[config.mk]
export PLATFORM = sky130hd
export DESIGN_NAME = start_screen_ctrl_flat
export DESIGN_NICKNAME = d
export VERILOG_FILES = /design/src/rtl/display_pkg.sv /design/src/rtl/start_screen_ctrl_if.sv /design/src/rtl/start_screen_ctrl_btn_sync.sv /design/src/rtl/start_screen_ctrl.sv /design/src/flat_wrapper.sv
export SDC_FILE = /design/constraint.sdc
export NUM_CORES = 1
export LEC_CHECK = 0
export CAP_MARGIN = 20
export CORE_AREA = 8 8 66 68
export CTS_CLUSTER_DIAMETER = 120
export CTS_CLUSTER_SIZE = 12
export DETAILED_ROUTE_END_ITERATION = 10
export DIE_AREA = 0 0 74 76
export GPL_TIMING_DRIVEN = 0
export PLACE_DENSITY = 0.9
export SLEW_MARGIN = 20
export SYNTH_ARGS = -nofsm -noshare
export SYNTH_HDL_FRONTEND = slang
export SYNTH_SLANG_ARGS = --single-unit
[constraint.sdc]
create_clock -name clk_pix -period 2.7 [get_ports clk_pix]
set_clock_uncertainty 0.2 [all_clocks]
set_input_delay 0.27 -clock clk_pix [delete_from_list [all_inputs] [get_ports clk_pix]]
set_output_delay 0.27 -clock clk_pix [all_outputs]
set_load 0.01 [all_outputs]
[src/rtl/display_pkg.sv]
// Shared display types and constants for the VGA pixel pipeline.
// Screen-state encoding and the 12-bit colour layout live here.
package display_pkg;

  localparam int H_RES   = 640;
  localparam int V_RES   = 480;
  localparam int COORD_W = 10;

  typedef struct packed {
    logic [3:0] r;
    logic [3:0] g;
    logic [3:0] b;
  } rgb_t;

  typedef enum logic [1:0] {
    ATTRACT = 2'd0,
    ARMED   = 2'd1,
    PLAY    = 2'd2,
    LEAVING = 2'd3
  } screen_state_t;

  // The game owns the screen from PLAY until the frame boundary that ends LEAVING.
  function automatic logic is_game_state(screen_state_t s);
    return (s == PLAY) || (s == LEAVING);
  endfunction

endpackage

[src/rtl/start_screen_ctrl_if.sv]
// Pixel-stream bundle between the timing/text/game sources and the start-screen stage.
// The slave modport is the start-screen controller; master is whoever drives the pixel stream.
interface start_screen_ctrl_if;
  import display_pkg::*;

  logic [COORD_W-1:0] sx;
  logic [COORD_W-1:0] sy;
  logic               de;
  logic               hsync;
  logic               vsync;
  logic               frame;
  logic               text_pixel;
  logic [11:0]        game_rgb;
  logic               start_btn;
  logic               game_over;
  logic [COORD_W-1:0] text_x;
  logic [COORD_W-1:0] text_y;
  logic               game_active;
  logic [11:0]        vga_rgb;
  logic               vga_hsync;
  logic               vga_vsync;

  modport slave (
    input  sx, sy, de, hsync, vsync, frame, text_pixel, game_rgb, start_btn, game_over,
    output text_x, text_y, game_active, vga_rgb, vga_hsync, vga_vsync
  );

  modport master (
    output sx, sy, de, hsync, vsync, frame, text_pixel, game_rgb, start_btn, game_over,
    input  text_x, text_y, game_active, vga_rgb, vga_hsync, vga_vsync
  );

endinterface

[src/rtl/start_screen_ctrl_btn_sync.sv]
// Two-flop synchroniser for an asynchronous push button, with a registered
// one-cycle rising-edge pulse (input edge to pulse: 3 clocks).
module btn_sync (
  input  logic clk_pix,
  input  logic rst_pix,
  input  logic async_in,
  output logic level,
  output logic rise
);

  logic meta_q, meta_d;
  logic sync_q, sync_d;
  logic prev_q, prev_d;
  logic rise_q, rise_d;

  always_comb begin
    meta_d = async_in;
    sync_d = meta_q;
    prev_d = sync_q;
    rise_d = sync_q & ~prev_q;
  end

  always_ff @(posedge clk_pix or posedge rst_pix) begin
    if (rst_pix) begin
      meta_q <= 1'b0;
      sync_q <= 1'b0;
      prev_q <= 1'b0;
      rise_q <= 1'b0;
    end else begin
      meta_q <= meta_d;
      sync_q <= sync_d;
      prev_q <= prev_d;
      rise_q <= rise_d;
    end
  end

  assign level = sync_q;
  assign rise  = rise_q;

endmodule

[src/rtl/start_screen_ctrl.sv]
// Start-screen stage: blinking "PRESS START" attract screen, hand-over to the game
// on frame boundaries, and a single register stage driving colour and syncs to the pins.
module start_screen_ctrl
  import display_pkg::*;
#(
  parameter logic [COORD_W-1:0] TEXT_X       = 10'd285,
  parameter logic [COORD_W-1:0] TEXT_Y       = 10'd236,
  parameter int                 BLINK_FRAMES = 30,
  parameter logic [11:0]        FG_RGB       = 12'hFFF,
  parameter logic [11:0]        BG_RGB       = 12'h008
) (
  input logic                clk_pix,
  input logic                rst_pix,
  start_screen_ctrl_if.slave bus
);

  localparam int             CW      = $clog2(BLINK_FRAMES);
  localparam logic [CW-1:0]  CNT_MAX = CW'(BLINK_FRAMES - 1);

  logic start_evt;

  btn_sync u_btn_sync (
    .clk_pix  (clk_pix),
    .rst_pix  (rst_pix),
    .async_in (bus.start_btn),
    .level    (),
    .rise     (start_evt)
  );

  screen_state_t state_q, state_d;
  logic [CW-1:0] blink_cnt_q, blink_cnt_d;
  logic          blink_on_q, blink_on_d;
  rgb_t          rgb_q, rgb_d;
  logic          hsync_q, vsync_q;

  always_comb begin
    state_d = state_q;
    case (state_q)
      ATTRACT: if (start_evt)     state_d = ARMED;
      ARMED:   if (bus.frame)     state_d = PLAY;
      PLAY:    if (bus.game_over) state_d = LEAVING;
      LEAVING: if (bus.frame)     state_d = ATTRACT;
      default:                    state_d = ATTRACT;
    endcase
  end

  // Returning to ATTRACT restarts the blink with the text visible; PLAY freezes it.
  always_comb begin
    blink_cnt_d = blink_cnt_q;
    blink_on_d  = blink_on_q;
    if (bus.frame && state_q == LEAVING) begin
      blink_cnt_d = '0;
      blink_on_d  = 1'b1;
    end else if (bus.frame && state_q != PLAY) begin
      if (blink_cnt_q == CNT_MAX) begin
        blink_cnt_d = '0;
        blink_on_d  = ~blink_on_q;
      end else begin
        blink_cnt_d = blink_cnt_q + 1'b1;
      end
    end
  end

  // Colour uses the next-state values so the frame-pulse pixel already shows the new screen.
  always_comb begin
    rgb_d = '0;
    if (bus.de) begin
      if (is_game_state(state_d)) begin
        rgb_d = bus.game_rgb;
      end else begin
        rgb_d = (bus.text_pixel && blink_on_d) ? FG_RGB : BG_RGB;
      end
    end
  end

  always_ff @(posedge clk_pix or posedge rst_pix) begin
    if (rst_pix) begin
      state_q     <= ATTRACT;
      blink_cnt_q <= '0;
      blink_on_q  <= 1'b1;
      rgb_q       <= '0;
      hsync_q     <= 1'b1;
      vsync_q     <= 1'b1;
    end else begin
      state_q     <= state_d;
      blink_cnt_q <= blink_cnt_d;
      blink_on_q  <= blink_on_d;
      rgb_q       <= rgb_d;
      hsync_q     <= bus.hsync;
      vsync_q     <= bus.vsync;
    end
  end

  assign bus.text_x      = TEXT_X;
  assign bus.text_y      = TEXT_Y;
  assign bus.game_active = is_game_state(state_q);
  assign bus.vga_rgb     = rgb_q;
  assign bus.vga_hsync   = hsync_q;
  assign bus.vga_vsync   = vsync_q;

endmodule

[src/flat_wrapper.sv]
// flat-port wrapper written by rule: the top's interface ports become plain ports
module start_screen_ctrl_flat import display_pkg::*;
#(
  parameter logic [COORD_W-1:0] TEXT_X       = 10'd285,
  parameter logic [COORD_W-1:0] TEXT_Y       = 10'd236,
  parameter int                 BLINK_FRAMES = 30,
  parameter logic [11:0]        FG_RGB       = 12'hFFF,
  parameter logic [11:0]        BG_RGB       = 12'h008
)
  (clk_pix, rst_pix, bus_sx, bus_sy, bus_de, bus_hsync, bus_vsync, bus_frame, bus_text_pixel, bus_game_rgb, bus_start_btn, bus_game_over, bus_text_x, bus_text_y, bus_game_active, bus_vga_rgb, bus_vga_hsync, bus_vga_vsync);
  start_screen_ctrl_if bus_i ();
  input logic clk_pix;
  input logic rst_pix;
  input wire logic [$bits(bus_i.sx)-1:0] bus_sx;
  input wire logic [$bits(bus_i.sy)-1:0] bus_sy;
  input wire logic [$bits(bus_i.de)-1:0] bus_de;
  input wire logic [$bits(bus_i.hsync)-1:0] bus_hsync;
  input wire logic [$bits(bus_i.vsync)-1:0] bus_vsync;
  input wire logic [$bits(bus_i.frame)-1:0] bus_frame;
  input wire logic [$bits(bus_i.text_pixel)-1:0] bus_text_pixel;
  input wire logic [$bits(bus_i.game_rgb)-1:0] bus_game_rgb;
  input wire logic [$bits(bus_i.start_btn)-1:0] bus_start_btn;
  input wire logic [$bits(bus_i.game_over)-1:0] bus_game_over;
  output wire logic [$bits(bus_i.text_x)-1:0] bus_text_x;
  output wire logic [$bits(bus_i.text_y)-1:0] bus_text_y;
  output wire logic [$bits(bus_i.game_active)-1:0] bus_game_active;
  output wire logic [$bits(bus_i.vga_rgb)-1:0] bus_vga_rgb;
  output wire logic [$bits(bus_i.vga_hsync)-1:0] bus_vga_hsync;
  output wire logic [$bits(bus_i.vga_vsync)-1:0] bus_vga_vsync;
  assign bus_i.sx = bus_sx;
  assign bus_i.sy = bus_sy;
  assign bus_i.de = bus_de;
  assign bus_i.hsync = bus_hsync;
  assign bus_i.vsync = bus_vsync;
  assign bus_i.frame = bus_frame;
  assign bus_i.text_pixel = bus_text_pixel;
  assign bus_i.game_rgb = bus_game_rgb;
  assign bus_i.start_btn = bus_start_btn;
  assign bus_i.game_over = bus_game_over;
  assign bus_text_x = bus_i.text_x;
  assign bus_text_y = bus_i.text_y;
  assign bus_game_active = bus_i.game_active;
  assign bus_vga_rgb = bus_i.vga_rgb;
  assign bus_vga_hsync = bus_i.vga_hsync;
  assign bus_vga_vsync = bus_i.vga_vsync;
  start_screen_ctrl #(.TEXT_X(TEXT_X), .TEXT_Y(TEXT_Y), .BLINK_FRAMES(BLINK_FRAMES), .FG_RGB(FG_RGB), .BG_RGB(BG_RGB)) u_core (.clk_pix(clk_pix), .rst_pix(rst_pix), .bus(bus_i));
endmodule
==> results of run 1 <==
==> through the flow <==
stage / area (sq um) / util, %
final: 1800 / 52.3
after global routing: 1800 / 52.3
after CTS: 1800 / 52.3
after detailed placement: 1760 / 51.3
after global placement: 1760 / 51.3
after floorplan: 1350 / -
==> synthesized netlist by cell type (all sizes together), types with 2 or more instances <==
cell	count
conb	2
o21a	2
ha	2
mux2i	3
nand2	6
nand3	2
buf	27
inv	3
dfstp	3
o2bb2ai	2
dfrtp	23
a21oi	15
nor2b	5
nor3	11
==> kinds of logic (layout without fill, tap and decap cells) <==
group           after synthesis  in the layout  synth area share, %
compound gates               28             28                 14.7
fa+ha+maj                     2              2                 1.95
buf+inv                      31             70                 16.7
flops                        26             26                 50.9
mux                           4              4                 3.21
other cells                   2             20                0.584
simple gates                 28             28                 12.0
==> sequential cells by signal, indices dropped and copies added (netlist names) <==
name and cells:
u_core.blink_cnt_q 5, u_core.blink_on_q 1, u_core.bus.vga_hsync 1, u_core.bus.vga_rgb 12
u_core.bus.vga_vsync 1, u_core.state_q 2, u_core.u_btn_sync.level 1, u_core.u_btn_sync.meta_q 1
u_core.u_btn_sync.prev_q 1, u_core.u_btn_sync.rise 1
==> layout make-up <==
| cell class | count | area [sq um] | area share (%) |
|---|---|---|---|
| multi-input cells | 82 | 484 | 26.9 |
| inverters | 3 | 11.3 | 0.625 |
| flip-flops and latches | 26 | 654 | 36.3 |
| clock buffers | 4 | 36.3 | 2.02 |
| repair buffers | 35 | 350 | 19.5 |
| well taps | 48 | 60.1 | 3.34 |
| plain buffers | 28 | 204 | 11.3 |
==> worst reg2reg max path, stage by stage, from the launching register on <==
cell	delay, ns
dfrtp_1	0.43
inv_1	0.09
ha_1	0.18
nand4_2	0.17
o311ai_2	0.39
buf_6	0.20
nor3_1	0.06
==> final timing paths <==
kind	depth (start not counted)	end	slack (ns)	startpoint
worst max-delay path	3	bus_game_active	0.73	u_core.state_q[1]$_DFF_PP0_
worst min-delay path	2	u_core.bus.vga_rgb[11]$_DFF_PP0_	0.12	rst_pix
worst max register to register	6	u_core.bus.vga_rgb[2]$_DFF_PP0_	0.90	u_core.blink_cnt_q[1]$_DFFE_PP0P_
worst min register to register	0	u_core.u_btn_sync.level$_DFF_PP0_	0.16	u_core.u_btn_sync.meta_q$_DFF_PP0_
max in group asynchronous	2	u_core.blink_cnt_q[1]$_DFFE_PP0P_	1.77	rst_pix
min in group clk_pix	1	u_core.bus.vga_vsync$_DFF_PP1_	0.14	bus_vsync
==> routing by layer <==
metal | vias to the layer above | wire length, microns | global-route usage [%]
met5 | - | 0 | 0
met4 | 0 | 73 | 7.80
met3 | 6 | 181 | 1.97
met2 | 34 | 1360 | 16.9
met1 | 452 | 1110 | 10.7
li1 | 488 | - | -
==> power by group through the flow <==
stage	sequential, W	clock, W	combinational, W
after CTS	0.000606	0.000200	0.000727
after global routing	0.000627	0.000214	0.000792
final	0.000607	0.000193	0.000722
after floorplan	0.000638	0	0.000427
after detailed placement	0.000615	0	0.000725
after global placement	0.000609	0	0.000702
==> results.md, run 1 <==
- Slew at the pin closest to its max-slew limit: a little under 0.9 ns
- Final nets: around 220
- Tmin final: 1.97 ns
- Die height: between 70 and 80 microns
- Most common cell after layout, fill and taps aside: clkdlybuf4s50_1
- Slew Viols, Final: 0
- CP max stage delay: between 0.5 and 0.6 ns
- Max clock buf depth: 2
- Cells after DPL: between 200 and 250
- WHS: 0.117 ns
- Num rows: 22
- Antenna Nets Post-Route: 0
- Num CTS Buffers: 3
- Post-Syn Area per Cell: between 10 and 15 sq um
- EDFF count, synth: 0
- Max VDD drop: 219 uV
- Pwr dens: around 850 mW/mm^2
- Largest area contributor in the netlist: dfrtp_1
- Hold Crit Class: input port to asynchronous set/reset pin
- Tot Pwr: between 0.0015 and 0.002 W
- Setup Fix Bufs, Post-CTS: 0
- Comb pwr share: 47.5%
- Synthesis-stage register bit count: 26
- Ratio of cells with drive above 1 in the final layout: a little over a fifth
- Final Hold Fails: 0
- Sequential element share of the synthesized area: around 51%
- H-tree levels: 1
- I/O pins: between 70 and 80
- Max cap viols: 0
- Initial DRC count: 43
- Final Non-Filler Cells: between 200 and 250
- Mapped Area: between 0.001 and 0.0015 sq mm
- Final Cycle Share: 73.1%
- GRT Util Overall: 10.1%
- Vias: 980
- Chip Width: 74 microns
- Crit path kind: flop to primary output
- CTS Hold Bufs: 0
- Skew-Pair Late Insertion Delay: approximately 0.31 ns
- Slew Limit Headroom: between 40% and 50%
- Area grow syn2layout: 40.0%
- Status: finished, final reports clean
- DIE AREA: ~0.0056 sq mm
- CP max FO: 10
- # resized after CTS: 0
- Global-route wire length before repair: between 4 and 5 mm
- # port buffers: 35
- Worst-path clk slew: between 0.1 and 0.15 ns
- Ys Warns: 0
- Pint: between 0.0009 and 0.001 W
- NetSw: 0.000539 W
- Dpl hpwl: ~2.1 mm
- Mapped Cells: around 120
- Setup TNS: 0 ns
- ANT cells: 0
- Core Area: 0.00344 sq mm
- DR pass1 iterations: 4
- CTS Sinks: 26
- Arrival time worst endpoint: 1.50 ns
- RSZ-0062 raised after global routing: no
- Vias in the first global route: about 1100
- Critical path buffers and inverters: 3
- Worst EP required: around 2.2 ns
- Slowest CP cell: clkdlybuf4s50_1
- Worst setup margin: ~0.73 ns
- CTS tree: done
- Starting Density: a little under two fifths
- Avg Vias per Cell: about 4.3
- Global route overflow: 0
- Drt drc: 0
- Fill cells: approximately 320
- Most frequent cells in the layout: clkdlybuf4s50_1, dfrtp_1, buf_4
- Seq pwr share: about two fifths
- Dpl ws: ~0.79 ns
- Root buffer cell: clkbuf_4
- Async SR Flop Fraction: 100%
- Cell family with most CP delay: buffers and inverters
- Largest net degree at the start of global routing: 27
- FMAX: approximately 500 MHz
- Final setup vio count: 0
- Cell variety after synth: 31
- LEAKAGE: just over 0.8 nW
- Critical path endpoint category: primary output
- Gpl congestion: 0.760
- Synth top area cells: dfrtp_1, buf_4, dfstp_2, a21oi_1, nor3_1
- Clk pwr share: about 13%
- Routed wire length: 2.72 mm
- CP Cell Sequence: buf_2 -> clkbuf_1 -> clkdlybuf4s50_1
- Ys flop type: dfrtp_1
- Yosys top cell area share: roughly 45%
- DR WL/cell: roughly 12 microns
- Crit path launch type: flop
- Switching Share: between 30% and 40%
- Initial antenna violation count: 0
Note: power is estimated with default switching activity, not from simulation.
==> run 2: changes to the inputs <==
--- a/config.mk
+++ b/config.mk
@@ -6,13 +6,13 @@
 export NUM_CORES = 1
 export LEC_CHECK = 0
 export CAP_MARGIN = 20
-export CORE_AREA = 8 8 66 68
+export CORE_AREA = 8 8 71 73
 export CTS_CLUSTER_DIAMETER = 120
 export CTS_CLUSTER_SIZE = 12
 export DETAILED_ROUTE_END_ITERATION = 10
-export DIE_AREA = 0 0 74 76
+export DIE_AREA = 0 0 79 81
 export GPL_TIMING_DRIVEN = 0
-export PLACE_DENSITY = 0.9
+export PLACE_DENSITY = 0.82
 export SLEW_MARGIN = 20
 export SYNTH_ARGS = -nofsm -noshare
 export SYNTH_HDL_FRONTEND = slang
==> constraint.sdc (replaced) <==
create_clock -name clk_pix -period 1.7 [get_ports clk_pix]
set_clock_uncertainty 0.2 [all_clocks]
set_input_delay 0.17 -clock clk_pix [delete_from_list [all_inputs] [get_ports clk_pix]]
set_output_delay 0.17 -clock clk_pix [all_outputs]
set_load 0.01 [all_outputs]
==> run 2 against run 1 <==
Sequential cell count unchanged. Die area is 14% higher. Final area is 8.4% higher.
==> results.md, run 2 (synthesized netlist as in run 1, its figures left out) <==
- Critical path buffers and inverters: 2
- Root buffer cell: clkbuf_8
- Status: finished, final reports clean
- FMAX: about 600 MHz
- Pint: about 0.0017 W
- Core Area: 0.00391 sq mm
- CP max FO: 5
- Crit path launch type: flop
- Starting Density: 32.9%
- Slew at the pin closest to its max-slew limit: between 0.9 and 1 ns
- ANT cells: 0
- GRT Util Overall: a little under a tenth
- Max cap viols: 0
- Most frequent cells in the layout: clkdlybuf4s50_1, buf_4, dfrtp_1
- CP Cell Sequence: inv_2 -> ha_4 -> nand4_4 -> o311ai_4 -> buf_6 -> nor3_2
- # port buffers: 35
- DR pass1 iterations: 4
- Final nets: roughly 230
- NetSw: 0.000982 W
- CP max stage delay: 0.40 ns
- Worst setup margin: slightly below 0.005 ns
- I/O pins: between 70 and 80
- Clk pwr share: between 10% and 20%
- WHS: approximately 0.10 ns
- Global route overflow: 0
- Area grow syn2layout: 51.8%
- Gpl congestion: around 0.76
- Dpl hpwl: around 2.2 mm
- Slowest CP cell: dfrtp_1
- Initial DRC count: 38
- Pwr dens: between 1000 and 1500 mW/mm^2
- H-tree levels: 1
- Num rows: 23
- CTS Sinks: 26
- Critical path endpoint category: flop
- Ratio of cells with drive above 1 in the final layout: a little under a third
- CTS tree: done
- Avg Vias per Cell: approximately 4.3
- Drt drc: 0
- Initial antenna violation count: 0
- Switching Share: between 30% and 40%
- LEAKAGE: just over 0.9 nW
- DIE AREA: 0.00640 sq mm
- Slew Viols, Final: 0
- Routed wire length: 3.05 mm
- Dpl ws: -0.159 ns
- Max VDD drop: ~540 uV
- Slew Limit Headroom: between 30% and 40%
- Worst EP required: 1.65 ns
- Crit path kind: flop to flop
- DR WL/cell: about 13 microns
- Chip Width: roughly 80 microns
- Worst-path clk slew: 0.08 ns
- Num CTS Buffers: 3
- Tot Pwr: around 0.0027 W
- Max reg flops: 12
- Antenna Nets Post-Route: 0
- RSZ-0062 raised after global routing: yes
- Cell family with most CP delay: flip-flops
- Final Hold Fails: 0
- Vias in the first global route: between 1000 and 1500
- Hold Crit Class: input port to flop
- Die height: just over 80 microns
- Final setup vio count: 0
- Most common cell after layout, fill and taps aside: clkdlybuf4s50_1
- Vias: a little under 1000
- Arrival time worst endpoint: about 1.7 ns
- Max clock buf depth: 2
- Final Cycle Share: approximately 100%
- Comb pwr share: around half
- Seq pwr share: 36.4%
- Skew-Pair Late Insertion Delay: 0.26 ns
- Largest net degree at the start of global routing: 27
- Setup TNS: 0 ns
- Global-route wire length before repair: 4.74 mm
- Tmin final: 1.70 ns
-- run 2: metal layers --
| metal | share of wire [%] | up-vias | track usage [%] | wire, microns |
|---|---|---|---|---|
| li1 | - | 498 | - | - |
| met3 | 5.1 | 2 | 1.99 | 155 |
| met5 | 0 | - | 0 | 0 |
| met4 | 1.3 | 0 | 5.74 | 40 |
| met2 | 51 | 35 | 15.6 | 1570 |
| met1 | 42 | 452 | 10.4 | 1290 |
-- run 2: final timing paths --
check	start	endpoint	slack [ns]	cells after the start
max	u_core.blink_cnt_q[1]$_DFFE_PP0P_	u_core.bus.vga_rgb[8]$_DFF_PP0_	0.005	6
min	bus_hsync	u_core.bus.vga_hsync$_DFF_PP1_	0.10	1
max reg2reg	u_core.blink_cnt_q[1]$_DFFE_PP0P_	u_core.bus.vga_rgb[8]$_DFF_PP0_	0.005	6
min reg2reg	u_core.u_btn_sync.meta_q$_DFF_PP0_	u_core.u_btn_sync.level$_DFF_PP0_	0.15	0
max in group asynchronous	rst_pix	u_core.blink_cnt_q[0]$_DFFE_PP0P_	0.72	2
min in group asynchronous	rst_pix	u_core.bus.vga_rgb[7]$_DFF_PP0_	0.12	2
-- run 2: worst reg2reg max path, stage by stage, from the launching register on --
cell and delay, ns:
dfrtp_1 0.40, inv_2 0.08, ha_4 0.14, nand4_4 0.14, o311ai_4 0.39, buf_6 0.19
nor3_2 0.05
-- run 2: repair_timing --
item                                    4_1_cts  5_1_grt
gates cloned                                  1        0
resized for setup                             8       18
endpoints found under the setup margin       11       12
setup buffers                                 0        2
hold buffers                                  0        0
pin swaps                                     1       10
-- run 2: power by group through the flow --
stage          Clock, W  Sequential (W)  Combinational (W)
3_5_place_dp          0        0.000980            0.00115
3_3_place_gp          0        0.000967            0.00112
2_1_floorplan         0         0.00101           0.000678
4_1_cts        0.000402        0.000979            0.00120
6_report       0.000384        0.000989            0.00134
5_1_grt        0.000437         0.00101            0.00146
-- run 2: cell type report --
class                           instances  area, sq um
Inverter                                3         11.3
Multi-Input combinational cell         82          576
Tap cell                               50         62.6
Sequential cell                        26          656
Clock buffer                            4         55.1
Buffer                                 28          209
Fill cell                             359         1960
Timing Repair Buffer                   38          383
-- run 2: per-stage QoR --
stage / instances / area [sq um] / util, %
global route: 231 / 1950 / 49.9
floorplan: 139 / 1350 / -
finish: 231 / 1950 / 49.9
CTS: 229 / 1860 / 47.5
detailed placement: 224 / 1770 / 45.1
global placement: 224 / 1770 / 45.1
==> run 3: changes to the inputs <==
--- a/config.mk
+++ b/config.mk
@@ -6,14 +6,14 @@
 export NUM_CORES = 1
 export LEC_CHECK = 0
 export CAP_MARGIN = 20
-export CORE_AREA = 8 8 71 73
-export CTS_CLUSTER_DIAMETER = 120
+export CORE_AREA = 8 8 72 74
 export CTS_CLUSTER_SIZE = 12
 export DETAILED_ROUTE_END_ITERATION = 10
-export DIE_AREA = 0 0 79 81
+export DIE_AREA = 0 0 80 82
 export GPL_TIMING_DRIVEN = 0
-export PLACE_DENSITY = 0.82
+export PLACE_DENSITY = 0.81
 export SLEW_MARGIN = 20
 export SYNTH_ARGS = -nofsm -noshare
 export SYNTH_HDL_FRONTEND = slang
+export SYNTH_HIERARCHICAL = 1
 export SYNTH_SLANG_ARGS = --single-unit
==> run 3 against run 2 <==
Final cell count grew 3.0%. Clock power increased by 33%. Worst hold slack got worse by 0.0074 ns. Register-to-register slack better by 0.04 ns. Sequential power shrank 2%. Fmax up 2.2%. Core utilization is 2.2 points lower. Combinational power decreased by 7%. Sequential cell count unchanged. Synthesized cell count grew 1.7%. Synthesized area grew 4.1%. Critical path type unchanged.
==> results.md, run 3 <==
- Final Hold Fails: 0
- FMAX: slightly above 600 MHz
- I/O pins: 76
- Worst EP required: 1.66 ns
- Num CTS Buffers: 3
- Ys flop type: dfrtp_1
- ANT cells: 0
- Routed wire length: 3.12 mm
- Final Non-Filler Cells: 238
- Most common cell after layout, fill and taps aside: clkdlybuf4s50_1
- GRT Util Overall: 9.53%
- Cells after DPL: 228
- Setup TNS: 0 ns
- Arrival time worst endpoint: about 1.6 ns
- H-tree levels: 1
- Vias in the first global route: approximately 1100
- Synthesis-stage register bit count: 26
- Global route overflow: 0
- Antenna Nets Post-Route: 0
- Ys Warns: 6
- Tmin final: 1.66 ns
- Yosys top cell area share: a little over two fifths
- Area grow syn2layout: 47.7%
- Final Cycle Share: between 90% and 100%
- DR WL/cell: between 10 and 15 microns
- Drt drc: 0
- Ratio of cells with drive above 1 in the final layout: about a quarter
- DR pass1 iterations: 4
- Max cap viols: 0
- Mapped Cells: around 120
- Core Area: slightly above 0.004 sq mm
- Initial antenna violation count: 0
- Slew at the pin closest to its max-slew limit: about 0.85 ns
- Dpl hpwl: approximately 2.3 mm
- Max clock buf depth: 2
- Sequential element share of the synthesized area: between 40% and 50%
- CP max FO: 10
- Starting Density: between 30% and 40%
- Mapped Area: 0.00134 sq mm
- Gpl congestion: roughly 0.81
- # port buffers: 35
- Async SR Flop Fraction: 100%
- Largest net degree at the start of global routing: 23
- Most instantiated cells after synthesis: dfrtp_1, buf_4, a21oi_1
- Avg Vias per Cell: approximately 4.3
- Largest area contributor in the netlist: dfrtp_1
- EDFF count, synth: 0
- Dpl ws: -0.153 ns
- Status: finished, final reports clean
- CTS Sinks: 26
- Skew-Pair Late Insertion Delay: around 0.27 ns
- Crit path launch type: flop
- Max reg flops: 12
- Worst setup margin: 0.0421 ns
- Most numerous cell in the Yosys netlist: dfrtp_1
- Most frequent cells in the layout: clkdlybuf4s50_1, buf_4, dfrtp_1
- Final setup vio count: 0
- Num rows: 24
- Pwr dens: 1380 mW/mm^2
- RSZ-0062 raised after global routing: yes
- Slew Limit Headroom: ~43%
- Die height: about 82 microns
- Final nets: 230
- Hold Crit Class: input port to flop
- Crit path kind: flop to flop
- Met3 global-route usage: 2.19%
- Chip Width: 80 microns
- CTS tree: done
- Global-route wire length before repair: 4.99 mm
- Post-Syn Area per Cell: 10.9 sq um
- DIE AREA: 0.00656 sq mm
- Gr busiest metal: met2
- Worst-path clk slew: roughly 0.09 ns
- Critical path endpoint category: flop
- Initial DRC count: 56
- Met2 usage: between 15 and 20%
- Synth top area cells: dfrtp_1, buf_4, dfstp_2, a21oi_1, buf_6
- Slew Viols, Final: 0
- LEAKAGE: just over 0.9 nW
- Vias: 1023
- Met1 Track Usage GR: between 10% and 20%
- Max VDD drop: around 450 uV
- Cell variety after synth: 32
- Root buffer cell: clkbuf_8
==> run 3: changes by cell type in the layout (fill, tap and decap cells not counted), moves of 3 or more <==
cell and change:
inv_1 +3, buf_6 +3, nor3_2 -8, dlymetal6s2s_1 -3
nor2b_1 -3, a21boi_0 +3, nor3_1 +9
==> run 3: power by group <==
group	internal [W]	leakage [nW]	total, W	switching (W)
clock	0.000315	0.0357	0.000511	0.000196
combinational	0.000658	0.565	0.00125	0.000590
sequential	0.000825	0.319	0.000971	0.000146
total	0.00180	0.919	0.00273	0.000932
==> run 3: stage by stage <==
step | util (%) | hold WS (ns) | total power [W] | cell area (sq um)
after global placement | 44.0 | 0.135 | 0.00210 | 1820
final | 47.7 | 0.0955 | 0.00273 | 1980
after CTS | 46.9 | 0.0926 | 0.00271 | 1940
after global routing | 47.7 | 0.0913 | 0.00291 | 1980
after detailed placement | 44.0 | 0.135 | 0.00214 | 1820
after floorplan | - | -0.264 | 0.00170 | 1410
==> run 3: per-layer routing <==
metal  routed length, microns  vias up  part of all wire, %
met5                        0        -                    0
met4                       50        0                  1.6
met3                      202        4                  6.5
met2                     1590       36                   51
met1                     1280      475                   41
li1                         -      508                    -
==> run 3: cell type report <==
class,count,area [sq um]
buffer,28,225
clock buffer,3,41.3
clock inverter,1,30.0
fill,400,2170
inverter,5,18.8
multi-input combinational,82,544
sequential,26,654
tap,52,65.1
timing repair buffer,41,398
==> run 3: worst max-delay path: stages, from the launching register on <==
cell and delay [ns]:
dfrtp_1 0.39, buf_6 0.14, a221o_1 0.33, a41oi_2 0.20, buf_4 0.22, nor3_1 0.08
==> run 3: what timing repair did <==
| action | CTS | global route |
|---|---|---|
| gates resized for setup | 9 | 2 |
| pin swaps | 1 | 1 |
| endpoints found under the setup margin | 13 | 10 |
| hold endpoints to repair | 4 | 0 |
| gates cloned | 1 | 0 |
| hold buffers | 1 | 0 |
| setup buffers | 0 | 4 |
==> run 3: worst paths after layout <==
kind / start / to / slack, ns / depth (start not counted)
min in group asynchronous: rst_pix / u_core/bus.vga_rgb[3]$_DFF_PP0_ / 0.19 / 2
hold / removal: bus_hsync / u_core/bus.vga_hsync$_DFF_PP1_ / 0.1 / 1
max in group asynchronous: rst_pix / u_core/blink_cnt_q[1]$_DFFE_PP0P_ / 0.59 / 2
hold reg to reg: u_core/u_btn_sync/meta_q$_DFF_PP0_ / u_core/u_btn_sync/level$_DFF_PP0_ / 0.15 / 0
setup reg to reg: u_core/state_q[0]$_DFF_PP0_ / u_core/bus.vga_rgb[2]$_DFF_PP0_ / 0.04 / 5
setup / recovery: u_core/state_q[0]$_DFF_PP0_ / u_core/bus.vga_rgb[2]$_DFF_PP0_ / 0.04 / 5
==> run 3: kinds of logic (layout without fill, tap and decap cells) <==
| kind of cell | Yosys count | in the layout | share of synthesized area, % |
|---|---|---|---|
| other | 2 | 20 | 0.561 |
| buffers and inverters | 33 | 78 | 18.2 |
| DFF | 26 | 26 | 48.9 |
| muxes | 5 | 5 | 3.74 |
| adders and majority gates | 2 | 2 | 1.87 |
| and+or+nand+nor | 27 | 27 | 12.1 |
| AOI/OAI and AO/OA | 28 | 28 | 14.6 |
